==> src/rtl/uartlite_axi_responder.sv <==
// AXI4-lite slave model of the UART Lite register file: RX/TX byte FIFOs, STAT and CTRL.
// Optional `UARTLITE_RESPONDER_INTR_EN adds an intr pulse output.
module uartlite_axi_responder #(
  parameter int FIFO_DEPTH = 16,
  parameter int TX_GAP     = 0
) (
  input  logic        clk,
  input  logic        rstn,
  input  logic        axi_awvalid,
  output logic        axi_awready,
  input  logic [31:0] axi_awaddr,
  input  logic [2:0]  axi_awprot,
  input  logic        axi_wvalid,
  output logic        axi_wready,
  input  logic [31:0] axi_wdata,
  input  logic [3:0]  axi_wstrb,
  output logic        axi_bvalid,
  input  logic        axi_bready,
  output logic [1:0]  axi_bresp,
  input  logic        axi_arvalid,
  output logic        axi_arready,
  input  logic [31:0] axi_araddr,
  input  logic [2:0]  axi_arprot,
  output logic        axi_rvalid,
  input  logic        axi_rready,
  output logic [31:0] axi_rdata,
  output logic [1:0]  axi_rresp,
  input  logic        rx_in_valid,
  input  logic [7:0]  rx_in_data,
  output logic        tx_out_valid,
  output logic [7:0]  tx_out_data,
  input  logic        tx_out_ready
`ifdef UARTLITE_RESPONDER_INTR_EN
  ,
  output logic        intr
`endif
);

  localparam int AW = $clog2(FIFO_DEPTH);
  localparam int CW = AW + 1;
  localparam int GW = $clog2(TX_GAP + 2);
  localparam logic [CW-1:0] DEPTH_C = CW'(FIFO_DEPTH);

  typedef enum logic {W_IDLE = 1'b0, W_RESP = 1'b1} w_state_t;
  typedef enum logic {R_IDLE = 1'b0, R_DATA = 1'b1} r_state_t;

  w_state_t w_state, w_state_nxt;
  r_state_t r_state, r_state_nxt;

  logic        aw_held, w_held;
  logic [31:0] awaddr_q;
  logic [7:0]  wdata_q;
  logic        aw_fire, w_fire, wr_go, wr_err;
  logic [31:0] wr_addr;
  logic [7:0]  wr_byte;
  logic        tx_wr, ctrl_wr;

  logic        ar_fire, rd_err, stat_rd;
  logic [1:0]  rd_sel;
  logic [31:0] rd_val;

  logic [7:0]    rx_mem [FIFO_DEPTH];
  logic [AW-1:0] rx_wp, rx_rp;
  logic [CW-1:0] rx_cnt, rx_cnt_nxt;
  logic          rx_full, rx_empty, rx_push, rx_pop, rx_clr;

  logic [7:0]    tx_mem [FIFO_DEPTH];
  logic [AW-1:0] tx_wp, tx_rp;
  logic [CW-1:0] tx_cnt, tx_cnt_nxt;
  logic          tx_full, tx_empty, tx_push, tx_pop, tx_clr;
  logic [GW-1:0] gap;

  logic overrun, intr_en;

  logic unused_bits;
  assign unused_bits = ^{axi_awprot, axi_arprot, axi_wstrb, axi_wdata[31:8],
                         axi_awaddr[1:0], axi_araddr[1:0]};

  // Write channel: AW and W may arrive in either order; the write fires once both are present.
  assign aw_fire = axi_awvalid && axi_awready;
  assign w_fire  = axi_wvalid && axi_wready;
  assign wr_addr = aw_held ? awaddr_q : axi_awaddr;
  assign wr_byte = w_held ? wdata_q : axi_wdata[7:0];
  assign wr_go   = (w_state == W_IDLE) && (aw_held || aw_fire) && (w_held || w_fire);
  assign wr_err  = wr_addr[31:4] != 28'd0;
  assign tx_wr   = wr_go && !wr_err && (wr_addr[3:2] == 2'd1);
  assign ctrl_wr = wr_go && !wr_err && (wr_addr[3:2] == 2'd3);

  always_ff @(posedge clk) begin
    if (!rstn) w_state <= W_IDLE;
    else       w_state <= w_state_nxt;
  end

  always_comb begin
    w_state_nxt = w_state;
    case (w_state)
      W_IDLE:  if (wr_go) w_state_nxt = W_RESP;
      W_RESP:  if (axi_bready) w_state_nxt = W_IDLE;
      default: w_state_nxt = W_IDLE;
    endcase
  end

  always_comb begin
    axi_awready = (w_state == W_IDLE) && !aw_held;
    axi_wready  = (w_state == W_IDLE) && !w_held;
    axi_bvalid  = (w_state == W_RESP);
  end

  always_ff @(posedge clk) begin
    if (!rstn) begin
      aw_held   <= 1'b0;
      w_held    <= 1'b0;
      awaddr_q  <= '0;
      wdata_q   <= '0;
      axi_bresp <= 2'b00;
    end else begin
      if (wr_go) begin
        aw_held   <= 1'b0;
        w_held    <= 1'b0;
        axi_bresp <= wr_err ? 2'b10 : 2'b00;
      end else begin
        if (aw_fire) begin
          aw_held  <= 1'b1;
          awaddr_q <= axi_awaddr;
        end
        if (w_fire) begin
          w_held  <= 1'b1;
          wdata_q <= axi_wdata[7:0];
        end
      end
    end
  end

  // Read channel: side effects (RX pop, overrun clear) happen at the AR handshake.
  assign ar_fire = axi_arvalid && axi_arready;
  assign rd_err  = axi_araddr[31:4] != 28'd0;
  assign rd_sel  = axi_araddr[3:2];
  assign stat_rd = ar_fire && !rd_err && (rd_sel == 2'd2);

  always_ff @(posedge clk) begin
    if (!rstn) r_state <= R_IDLE;
    else       r_state <= r_state_nxt;
  end

  always_comb begin
    r_state_nxt = r_state;
    case (r_state)
      R_IDLE:  if (ar_fire) r_state_nxt = R_DATA;
      R_DATA:  if (axi_rready) r_state_nxt = R_IDLE;
      default: r_state_nxt = R_IDLE;
    endcase
  end

  always_comb begin
    axi_arready = (r_state == R_IDLE);
    axi_rvalid  = (r_state == R_DATA);
  end

  always_comb begin
    rd_val = '0;
    case (rd_sel)
      2'd0:    rd_val = rx_empty ? 32'd0 : {24'd0, rx_mem[rx_rp]};
      2'd2:    rd_val = {26'd0, overrun, intr_en, tx_full, tx_empty, rx_full, !rx_empty};
      default: rd_val = '0;
    endcase
  end

  always_ff @(posedge clk) begin
    if (!rstn) begin
      axi_rdata <= '0;
      axi_rresp <= 2'b00;
    end else if (ar_fire) begin
      axi_rdata <= rd_err ? 32'd0 : rd_val;
      axi_rresp <= rd_err ? 2'b10 : 2'b00;
    end
  end

  // RX FIFO: a pop frees a slot for a same-cycle push; a clear beats everything.
  assign rx_full  = (rx_cnt == DEPTH_C);
  assign rx_empty = (rx_cnt == '0);
  assign rx_clr   = ctrl_wr && wr_byte[1];
  assign rx_pop   = ar_fire && !rd_err && (rd_sel == 2'd0) && !rx_empty;
  assign rx_push  = rx_in_valid && (!rx_full || rx_pop) && !rx_clr;

  always_comb begin
    rx_cnt_nxt = rx_cnt;
    if (rx_clr)                rx_cnt_nxt = '0;
    else if (rx_push && !rx_pop) rx_cnt_nxt = rx_cnt + 1'b1;
    else if (!rx_push && rx_pop) rx_cnt_nxt = rx_cnt - 1'b1;
  end

  always_ff @(posedge clk) begin
    if (!rstn || rx_clr) begin
      rx_wp  <= '0;
      rx_rp  <= '0;
      rx_cnt <= '0;
    end else begin
      if (rx_push) rx_wp <= rx_wp + 1'b1;
      if (rx_pop)  rx_rp <= rx_rp + 1'b1;
      rx_cnt <= rx_cnt_nxt;
    end
  end

  always_ff @(posedge clk) begin
    if (rx_push) rx_mem[rx_wp] <= rx_in_data;
  end

  always_ff @(posedge clk) begin
    if (!rstn)                                                overrun <= 1'b0;
    else if (rx_in_valid && rx_full && !rx_pop && !rx_clr)    overrun <= 1'b1;
    else if (stat_rd)                                         overrun <= 1'b0;
  end

  always_ff @(posedge clk) begin
    if (!rstn)        intr_en <= 1'b0;
    else if (ctrl_wr) intr_en <= wr_byte[4];
  end

  // TX FIFO: head is offered only after the inter-byte gap has elapsed.
  assign tx_full      = (tx_cnt == DEPTH_C);
  assign tx_empty     = (tx_cnt == '0);
  assign tx_clr       = ctrl_wr && wr_byte[0];
  assign tx_push      = tx_wr && !tx_full && !tx_clr;
  assign tx_out_valid = !tx_empty && (gap == '0);
  assign tx_out_data  = tx_mem[tx_rp];
  assign tx_pop       = tx_out_valid && tx_out_ready && !tx_clr;

  always_comb begin
    tx_cnt_nxt = tx_cnt;
    if (tx_clr)                  tx_cnt_nxt = '0;
    else if (tx_push && !tx_pop) tx_cnt_nxt = tx_cnt + 1'b1;
    else if (!tx_push && tx_pop) tx_cnt_nxt = tx_cnt - 1'b1;
  end

  always_ff @(posedge clk) begin
    if (!rstn || tx_clr) begin
      tx_wp  <= '0;
      tx_rp  <= '0;
      tx_cnt <= '0;
    end else begin
      if (tx_push) tx_wp <= tx_wp + 1'b1;
      if (tx_pop)  tx_rp <= tx_rp + 1'b1;
      tx_cnt <= tx_cnt_nxt;
    end
  end

  always_ff @(posedge clk) begin
    if (tx_push) tx_mem[tx_wp] <= wr_byte;
  end

  always_ff @(posedge clk) begin
    if (!rstn)          gap <= '0;
    else if (tx_pop)    gap <= GW'(TX_GAP);
    else if (gap != '0) gap <= gap - 1'b1;
  end

`ifdef UARTLITE_RESPONDER_INTR_EN
  always_ff @(posedge clk) begin
    if (!rstn) intr <= 1'b0;
    else       intr <= intr_en && ((rx_empty && (rx_cnt_nxt != '0)) ||
                                   (tx_pop && (tx_cnt_nxt == '0)));
  end
`endif

endmodule

==> config.mk <==
export PLATFORM = sky130hd
export DESIGN_NAME = uartlite_axi_responder
export DESIGN_NICKNAME = d
export VERILOG_FILES = /design/src/rtl/uartlite_axi_responder.sv
export SDC_FILE = /design/constraint.sdc
export NUM_CORES = 1
export LEC_CHECK = 0
export BUFFER_PORTS_ARGS = -buffer_cell sky130_fd_sc_hd__buf_2
export CORE_UTILIZATION = 58
export CTS_CLUSTER_SIZE = 25
export DETAILED_ROUTE_END_ITERATION = 12
export PLACE_DENSITY = 0.9
export SLEW_MARGIN = 10
export SYNTH_ARGS = -nofsm -noshare
export SYNTH_HDL_FRONTEND = slang
export SYNTH_SLANG_ARGS = --single-unit
==> constraint.sdc <==
create_clock -name clk -period 4.1 [get_ports clk]
set_input_delay 0.615 -clock clk [delete_from_list [all_inputs] [get_ports clk]]
set_output_delay 0.615 -clock clk [all_outputs]
set_load 0.02 [all_outputs]
Word level (Yosys, flattened, before mapping)
Memories as Yosys holds them, arrays and structs flattened. A register that Yosys moved wholly into a read port is not among the register bits.
Cells that the tools add are included.
- output and inout port bits: 50
- register bits: 109
- input bits: 123
- RAM bits: 256
- logic and storage cells: 130
- memories: 2
- reductions and logical operators: 64
- equal/unequal tests: 5
- multiplexer cells: 27
- add/sub/neg operators: 9
- bitwise operators: 5
- memories (memory ; words ; width ; read ports ; clocked after Yosys merged registers in ; write ports ; line ; source):
    rx_mem ; 16 ; 8 ; 1 ; 1 ; 1 ; 62 ; logic [7:0] rx_mem [FIFO_DEPTH];
    tx_mem ; 16 ; 8 ; 1 ; 1 ; 1 ; 67 ; logic [7:0] tx_mem [FIFO_DEPTH];
- operator list (kind ; number):
    2-to-1 mux 32 bit ; 2
    nonzero test 28 bit ; 2
    logical AND 1 bit ; 30
    2-to-1 mux 5 bit ; 4
    adder 4 x 1 -> 4 bit, second input constant ; 4
    2-to-1 mux 4 bit ; 4
    2-to-1 mux 8 bit ; 2
    one-hot mux 8 bit (2 select lines) ; 1
    logical NOT 1 bit ; 15
    adder 5 x 1 -> 5 bit, second input constant ; 2
    == test 5 bit, second input constant ; 2
    logical NOT 5 bit ; 2
    2-to-1 mux 1 bit ; 10
    subtractor 5 x 1 -> 5 bit, second input constant ; 2
    nonzero test 2 bit ; 3
    OR reduction 2 bit ; 3
    logical OR 1 bit ; 5
    NOT 1 bit ; 5
    == test 2 bit, second input constant ; 2
    2-to-1 mux 2 bit ; 2
    one-hot mux 1 bit (2 select lines) ; 2
    AND reduction 2 bit ; 2
    OR reduction 3 bit ; 1
    == test 2 x 1 -> 1 bit, second input constant ; 1
    2 further kinds ; 2

Longest topological paths before layout
Gate-level depths: netlist of run 1.
- word-level depth: 15
- mapped depth: 17

Least setup slack after synthesis of run 1
OpenSTA, ideal clock, no wires.
- path type: in2reg
- start: input axi_araddr[24]
- end: register rx_cnt[4]
- stages on the path: 16
- library setup time: 0.128 ns
- slack: 0.504 ns
- arrival time: 3.468 ns
- cells stage by stage: nor4_1 > nand4_1 > or4_1 > o21ai_2 > o31ai_4 > buf_6 > nor2_1 > ha_1 > inv_1 > fa_1 > a21o_1 > a21oi_1 > xnor2_1 > nor2_1 > xnor2_1 > nor2_1
- cells in the longest elaborated chain, start to end: 11
- elaborated cells between the ends (all ways): 14
- classes of those cells: mux (1); reduce/logical (13)
- ends and longest elaborated chain (what ; line ; source):
    start: declaration ; 22 ; input logic [31:0] axi_araddr,
    nonzero test 28 bit * ; 136 ; assign rd_err = axi_araddr[31:4] != 28'd0;
    logical NOT 1 bit * ; 182 ; assign rx_pop = ar_fire && !rd_err && (rd_sel == 2'd0) && !rx_empty;
    logical AND 1 bit * (3 in a row) ; 182 ;
    logical OR 1 bit * ; 183 ; assign rx_push = rx_in_valid && (!rx_full || rx_pop) && !rx_clr;
    logical AND 1 bit * (2 in a row) ; 183 ;
    net rx_push ; 65 ; logic rx_full, rx_empty, rx_push, rx_pop, rx_clr;
    logical NOT 1 bit ; 189 ; else if (!rx_push && rx_pop) rx_cnt_nxt = rx_cnt - 1'b1;
    logical AND 1 bit ; 189 ;
    nonzero test 2 bit (no source line) ; n/a ;
    end signal: assignment ; 200 ; rx_cnt <= rx_cnt_nxt;
    end: declaration ; 64 ; logic [CW-1:0] rx_cnt, rx_cnt_nxt;
The timed path passes the listed nets; every way through them passes the cells marked *.
A chain may end at the register's enable or synchronous reset.

Worst setup path after layout of run 1
- start: register awaddr_q[9]
- end: register tx_cnt[4]
- cells in the longest elaborated chain, start to end: 11
- elaborated cells between the ends (all ways): 19
- classes of those cells: mux (2); reduce/logical (17)
- ends and longest elaborated chain (what ; line ; source):
    start: declaration ; 51 ; logic [31:0] awaddr_q;
    start signal: assignment ; 124 ; awaddr_q <= axi_awaddr;
    2-to-1 mux 32 bit * ; 82 ; assign wr_addr = aw_held ? awaddr_q : axi_awaddr;
    nonzero test 28 bit * ; 85 ; assign wr_err = wr_addr[31:4] != 28'd0;
    logical NOT 1 bit * ; 86, 87 ;
    logical AND 1 bit * ; 86, 87 ;
    logical AND 1 bit ; 87 ; assign ctrl_wr = wr_go && !wr_err && (wr_addr[3:2] == 2'd3);
    logical AND 1 bit ; 222 ; assign tx_clr = ctrl_wr && wr_byte[0];
    logical NOT 1 bit ; 223, 226 ;
    logical AND 1 bit, on equally long branches ; 226, 223 ;
    logical NOT 1 bit, on equally long branches ; 231, 232 ;
    logical AND 1 bit, on equally long branches ; 231, 232 ;
    2-to-1 mux 5 bit or nonzero test 2 bit (tied branches) ; n/a ;
    end signal: assignment ; 243 ; tx_cnt <= tx_cnt_nxt;
    end: declaration ; 69 ; logic [CW-1:0] tx_cnt, tx_cnt_nxt;
Every way passes the cells marked *; elsewhere a longest branch is shown, timed or not.

==> out/results.txt, run 1 <==
outcome = complete, no violations
DR vias/cell = 6.17
maxcap violations = 0
Pwr Total = 7920 µW
deepest level of the CTS H-tree = 2
most frequent cells in the layout = 256 x edfxtp_1, 108 x buf_2, 87 x dfxtp_1
fmax = 0.268 GHz
fin area = 16100 µm²
critical path, cell by cell = nor4_1, nand4_1, nor4_4, o211ai_4, o31ai_1, ha_1, inv_1, fa_1, a21o_1, a21oi_1, xnor2_1, nor2_1, xnor2_1, nor2_1
Setup Fix Bufs, Post-CTS = 0
drt drc = 0
post-synthesis adder-cell area fraction = 1.88%
Arr. time, crit path = 4110 ps
Seq/Total Area, Yosys = 67.0%
vias = 8459
syn avg cell area = 15.7 µm²
Sw Share = 23.8%
Post-synth EDFFs = 256
GPL Wtd Cong = 0.835
PwrDens = 492 nW/µm²
most common cell after layout, fill and taps aside = edfxtp_1
die span in y = 158 µm
slowest CP cell = nor4_1
critical path peak fanout = 7
simple-gate share of the synthesized area = 8.25%
CP Capture Type = flip-flop
Cells after Synth = 899
fraction of synthesis flops using an asynchronous set or reset pin = 0%
Global Route Usage Sum = 25.6%
crit share post-route = 90.9%
total CTS buffers = 34
clk_skew = 24.8 ps
required time worst endpoint = 4480 ps
count of boundary I/O pins = 173
largest net degree at the start of global routing = 46
yosys warns = 0
Root Buffer Master = clkbuf_16
clock tree buffer depth = 3
Static Leakage = 0.00558 µW
RSZ-0062 raised after global routing = false
Critical Path Source Type = flip-flop
Final Hold Fails = 0
Reg clk slew, reported paths = 60 ps
initial antenna violation count = 0
TritonCTS clock tree = done
combinational family with the most area after synthesis = multiplexers
placed cells = 1312
Clock Sinks = 345
fin cells = 1372
FF+latch count, synth = 345
Final nets = 1172
Clock Latency Late Sink = 520 ps
Slew Viols, Final = 0
first-pass GRT wire length = 46700 µm
Comb pwr share = 12.4%
Rel. slew slack = 25.0%
die area = 25000 µm²
Post-synth top flop = edfxtp_1
vias in the first global route = 8416
num rows = 56
Hold Crit Class = input port to flip-flop
fin crit period = 3730 ps
setup_tns = 0 ps
post-CTS sizing = 0
port bufs = 108
VDD IR-drop max = 0.363 mV
Final setup viols = 0
Post-DP Area = 15000 µm²
net switching power figure = 1890 µW
critical path type = flip-flop to flip-flop
hpwl dp = 20200 µm
Cell Area, Synth = 14100 µm²
Final Core Density = 67.9%
Core Area = 23700 µm²
routed len/inst = 23.0 µm
initial drt markers = 805
Least-Margin Pin Slew = 1120 ps
post-synth top area share = 54.4%
Die Wd = 158 µm
Post-CTS Hold Buffers = 0
CP max stage delay = 620 ps
first drt pass iteration count = 5
final WL = 31500 µm
internal power = 6030 µW
final global-route overflow total = 0
post-synthesis mux area share = 14.3%
Yosys cell types = 57
clock power share = 37.8%
synth top area cells = edfxtp_1 54%, dfxtp_1 13%, mux4_2 13%, nand2_1 2.1%, a21oi_1 1.7%
ANT nets after route = 0
share of post-route cells with drive strength above 1 = 26.5%
xor and xnor area share after synthesis = 1.05%
area grow syn2layout = 13.9%
area leader, netlist = edfxtp_1
Sequential Power Share = 49.8%
Initial Util = 59.7%
post-synthesis compound-gate area fraction = 4.27%
==> power groups by stage <==
stage,sequential (µW),clock (µW),combinational (µW)
2_1_floorplan,4000,0,720
3_3_place_gp,4010,0,922
3_5_place_dp,4020,0,963
4_1_cts,3940,3020,976
5_1_grt,3960,3150,1070
6_report,3940,3000,982
==> layout make-up <==
type                            instances  area, µm²
Tap cell                              319        399
Sequential cell                       345       9470
Inverter                               14       52.6
Clock inverter                         15        145
Timing Repair Buffer                  140        793
Antenna cell                            1       2.50
Clock buffer                           44        910
Multi-Input combinational cell        494       4320
Fill cell                            1554       7590
==> synth_stat cells, types with 3 or more instances <==
cell	count
buf_1	8
mux4_2	79
xor2_1	9
a21o_1	4
nor2b_1	6
buf_4	27
mux2i_1	18
nand2b_1	3
clkbuf_1	28
o21ai_0	5
nor2_1	58
nand2_1	79
xnor2_1	8
buf_2	7
a21oi_1	49
nand4_1	8
and3_1	14
ha_1	18
edfxtp_1	256
nor4_1	23
a32oi_1	4
inv_1	13
o31ai_1	3
a32o_1	4
nor3_1	21
mux2_2	6
nand3_1	9
dfxtp_1	89
==> worst paths after layout <==
| check | start | to | slack, ps | cells after the start |
|---|---|---|---|---|
| min reg2reg | awaddr_q[22] | awaddr_q[22] | 460 | 2 |
| min | axi_rready | axi_rvalid | 300 | 2 |
| max | awaddr_q[9] | tx_cnt[4] | 370 | 14 |
| max reg2reg | awaddr_q[9] | tx_cnt[4] | 370 | 14 |
==> metrics by stage <==
| step | hold slack [ps] | worst slack, ps |
|---|---|---|
| after floorplan | 436 | 504 |
| after global placement | 441 | 286 |
| after detailed placement | 449 | 52.6 |
| after CTS | 280 | 478 |
| after global routing | 281 | 237 |
| final | 301 | 374 |
==> critical path, delay by kind of cell (launching register included) <==
family                   cells  cell delay, ps
AND/OR/NAND/NOR              5            1360
XOR/XNOR                     2             300
adder cells (fa/ha/maj)      2             650
buffers and inverters        1             110
flip-flops                   1             320
AO/OA/AOI/OAI                4             870
==> kinds of logic after synthesis <==
logic type / count (synthesis)
compound gates: 90
xor+xnor: 17
fa+ha+maj: 20
buf+inv: 86
flops: 345
mux: 103
other cells: 1
simple gates: 237
==> per-layer routing <==
layer  wire length, µm  global-route usage (%)  up-vias
li1                  -                       -     3690
met1             11600                    31.1     4272
met2             17000                    45.7      395
met3              1790                    3.56      102
met4              1110                    10.9        0
met5                 0                       0        -
==> flip-flops by register name, indices dropped and copies added, names as in the netlist, 4 cells and up, named ones only <==
register   flops
awaddr_q      30
axi_rdata      8
rx_cnt         5
rx_mem       128
rx_rp          4
rx_wp          4
tx_cnt         5
tx_mem       128
tx_rp          4
tx_wp          4
wdata_q        8
Note: power is estimated with default switching activity, not from simulation.
==> inputs of run 2 (changes only) <==
--- a/config.mk
+++ b/config.mk
@@ -6,10 +6,10 @@
 export NUM_CORES = 1
 export LEC_CHECK = 0
 export BUFFER_PORTS_ARGS = -buffer_cell sky130_fd_sc_hd__buf_2
-export CORE_UTILIZATION = 58
+export CORE_UTILIZATION = 47
 export CTS_CLUSTER_SIZE = 25
 export DETAILED_ROUTE_END_ITERATION = 12
-export PLACE_DENSITY = 0.9
+export PLACE_DENSITY = 0.77
 export SLEW_MARGIN = 10
 export SYNTH_ARGS = -nofsm -noshare
 export SYNTH_HDL_FRONTEND = slang
==> out/results.txt, run 2 (synthesis gave the netlist of run 1 again) <==
outcome = complete, no violations (unchanged)
crit share post-route = 90.1% (was 90.9%)
clk_skew = 19.4 ps (was 24.8 ps)
vias = 8075 (was 8459)
area grow syn2layout = 15.5% (was 13.9%)
VDD IR-drop max = 0.455 mV (was 0.363 mV)
GPL Wtd Cong = 0.810 (was 0.835)
total CTS buffers = 34 (unchanged)
Initial Util = 47.7% (was 59.7%)
final WL = 29100 µm (was 31500 µm)
DR vias/cell = 5.58 (was 6.17)
most frequent cells in the layout = 256 x edfxtp_1, 108 x buf_2, 87 x dfxtp_1 (unchanged)
initial antenna violation count = 1 (was 0)
most common cell after layout, fill and taps aside = edfxtp_1 (unchanged)
placed cells = 1384 (was 1312)
die area = 30800 µm² (was 25000 µm²)
Final nets = 1173 (was 1172)
reg2reg start = aw_held (was awaddr_q[9])
hold path start = axi_rready (unchanged)
post-CTS sizing = 0 (unchanged)
Hold Crit Class = input port to flip-flop (unchanged)
Setup Fix Bufs, Post-CTS = 0 (unchanged)
TritonCTS clock tree = done (unchanged)
critical path peak fanout = 10 (was 7)
first-pass GRT wire length = 44900 µm (was 46700 µm)
hold path cells = 2 (unchanged)
maxcap violations = 0 (unchanged)
routed len/inst = 20.1 µm (was 23.0 µm)
Root Buffer Master = clkbuf_16 (unchanged)
share of post-route cells with drive strength above 1 = 27.7% (was 26.5%)
hpwl dp = 19700 µm (was 20200 µm)
largest net degree at the start of global routing = 46 (unchanged)
Rel. slew slack = 24.9% (was 25.0%)
vias in the first global route = 8065 (was 8416)
final global-route overflow total = 0 (unchanged)
Global Route Usage Sum = 19.2% (was 25.6%)
setup_tns = 0 ps (unchanged)
Final setup viols = 0 (unchanged)
count of boundary I/O pins = 173 (unchanged)
Arr. time, crit path = 4070 ps (was 4110 ps)
Reg clk slew, reported paths = 60 ps (about the same)
RSZ-0062 raised after global routing = false (unchanged)
PwrDens = 502 nW/µm² (was 492 nW/µm²)
Slew Viols, Final = 0 (unchanged)
clock tree buffer depth = 3 (unchanged)
Largest regs = rx_mem (128), tx_mem (128), awaddr_q (30) (unchanged)
fin cells = 1446 (was 1372)
num rows = 63 (was 56)
Critical Path Source Type = flip-flop (unchanged)
Final Hold Fails = 0 (unchanged)
required time worst endpoint = 4470 ps (was 4480 ps)
Least-Margin Pin Slew = 1120 ps (about the same)
Static Leakage = 0.00567 µW (was 0.00558 µW)
initial drt markers = 724 (was 805)
first drt pass iteration count = 5 (unchanged)
drt drc = 0 (unchanged)
FF-to-FF End = tx_cnt[4] (unchanged)
fin crit period = 3700 ps (was 3730 ps)
number of diodes = 0 (was 1)
Die Wd = 175 µm (was 158 µm)
CP Capture Type = flip-flop (unchanged)
port bufs = 108 (unchanged)
Core Area = 29600 µm² (was 23700 µm²)
deepest level of the CTS H-tree = 2 (unchanged)
Worst Hold End = axi_rvalid (unchanged)
fmax = 0.271 GHz (was 0.268 GHz)
critical path type = flip-flop to flip-flop (unchanged)
Critical Path Start = aw_held (was awaddr_q[9])
Clock Sinks = 345 (unchanged)
die span in y = 175 µm (was 158 µm)
worst reg2reg setup slack = 400 ps (was 370 ps)
R2R depth = 14 (unchanged)
ANT nets after route = 0 (unchanged)
Clock Latency Late Sink = 520 ps (about the same)
Post-CTS Hold Buffers = 0 (unchanged)
run 2: cell type report:
class	instances	area, µm²
multi-input cells	494	4320
flip-flops and latches	345	9470
fillers	2328	13300
inverters	14	52.6
clock buffers	42	922
repair buffers	141	801
well taps	390	488
clock inverters	20	268
run 2: how the worst max path moves through the flow:
stage / endpoint / cells after the start
2_1_floorplan: rx_cnt[4] / 16
3_3_place_gp: rx_cnt[4] / 16
4_1_cts: tx_cnt[4] / 14
5_1_grt: tx_cnt[4] / 14
3_5_place_dp: rx_cnt[4] / 16
6_report: tx_cnt[4] / 14
run 2: where the power goes:
part           internal (µW)  total [µW]  switching (µW)
clock network           1990        3270            1280
registers               3870        3960            89.4
logic                    417         968             550
run 2: critical path, stage by stage (launching register included):
cell	delay [ps]
dfxtp_1	600
nor4b_2	310
nand4_1	220
nor4_4	360
o211ai_4	190
o31ai_1	290
ha_1	220
inv_1	110
fa_1	420
a21o_1	210
a21oi_1	200
xnor2_1	150
nor2_1	70
xnor2_1	140
nor2_1	50
run 2: per-layer routing:
metal | GRT usage, % | vias up | wire length [µm]
met5 | 0 | - | 0
met4 | 4.75 | 0 | 516
met3 | 2.86 | 42 | 1820
met2 | 33.5 | 301 | 14900
met1 | 25.4 | 4025 | 11900
li1 | - | 3707 | -
run 2: metrics by stage:
step	instance area, µm²	utilization (%)	setup slack (ps)	hold WS [ps]	total power (µW)
after floorplan	14200	-	504	436	4720
after global placement	15100	51.1	208	442	4960
after detailed placement	15100	51.1	139	447	5000
after CTS	16300	55.1	390	272	8240
after global routing	16300	55.1	124	286	8480
final	16300	55.1	405	281	8200
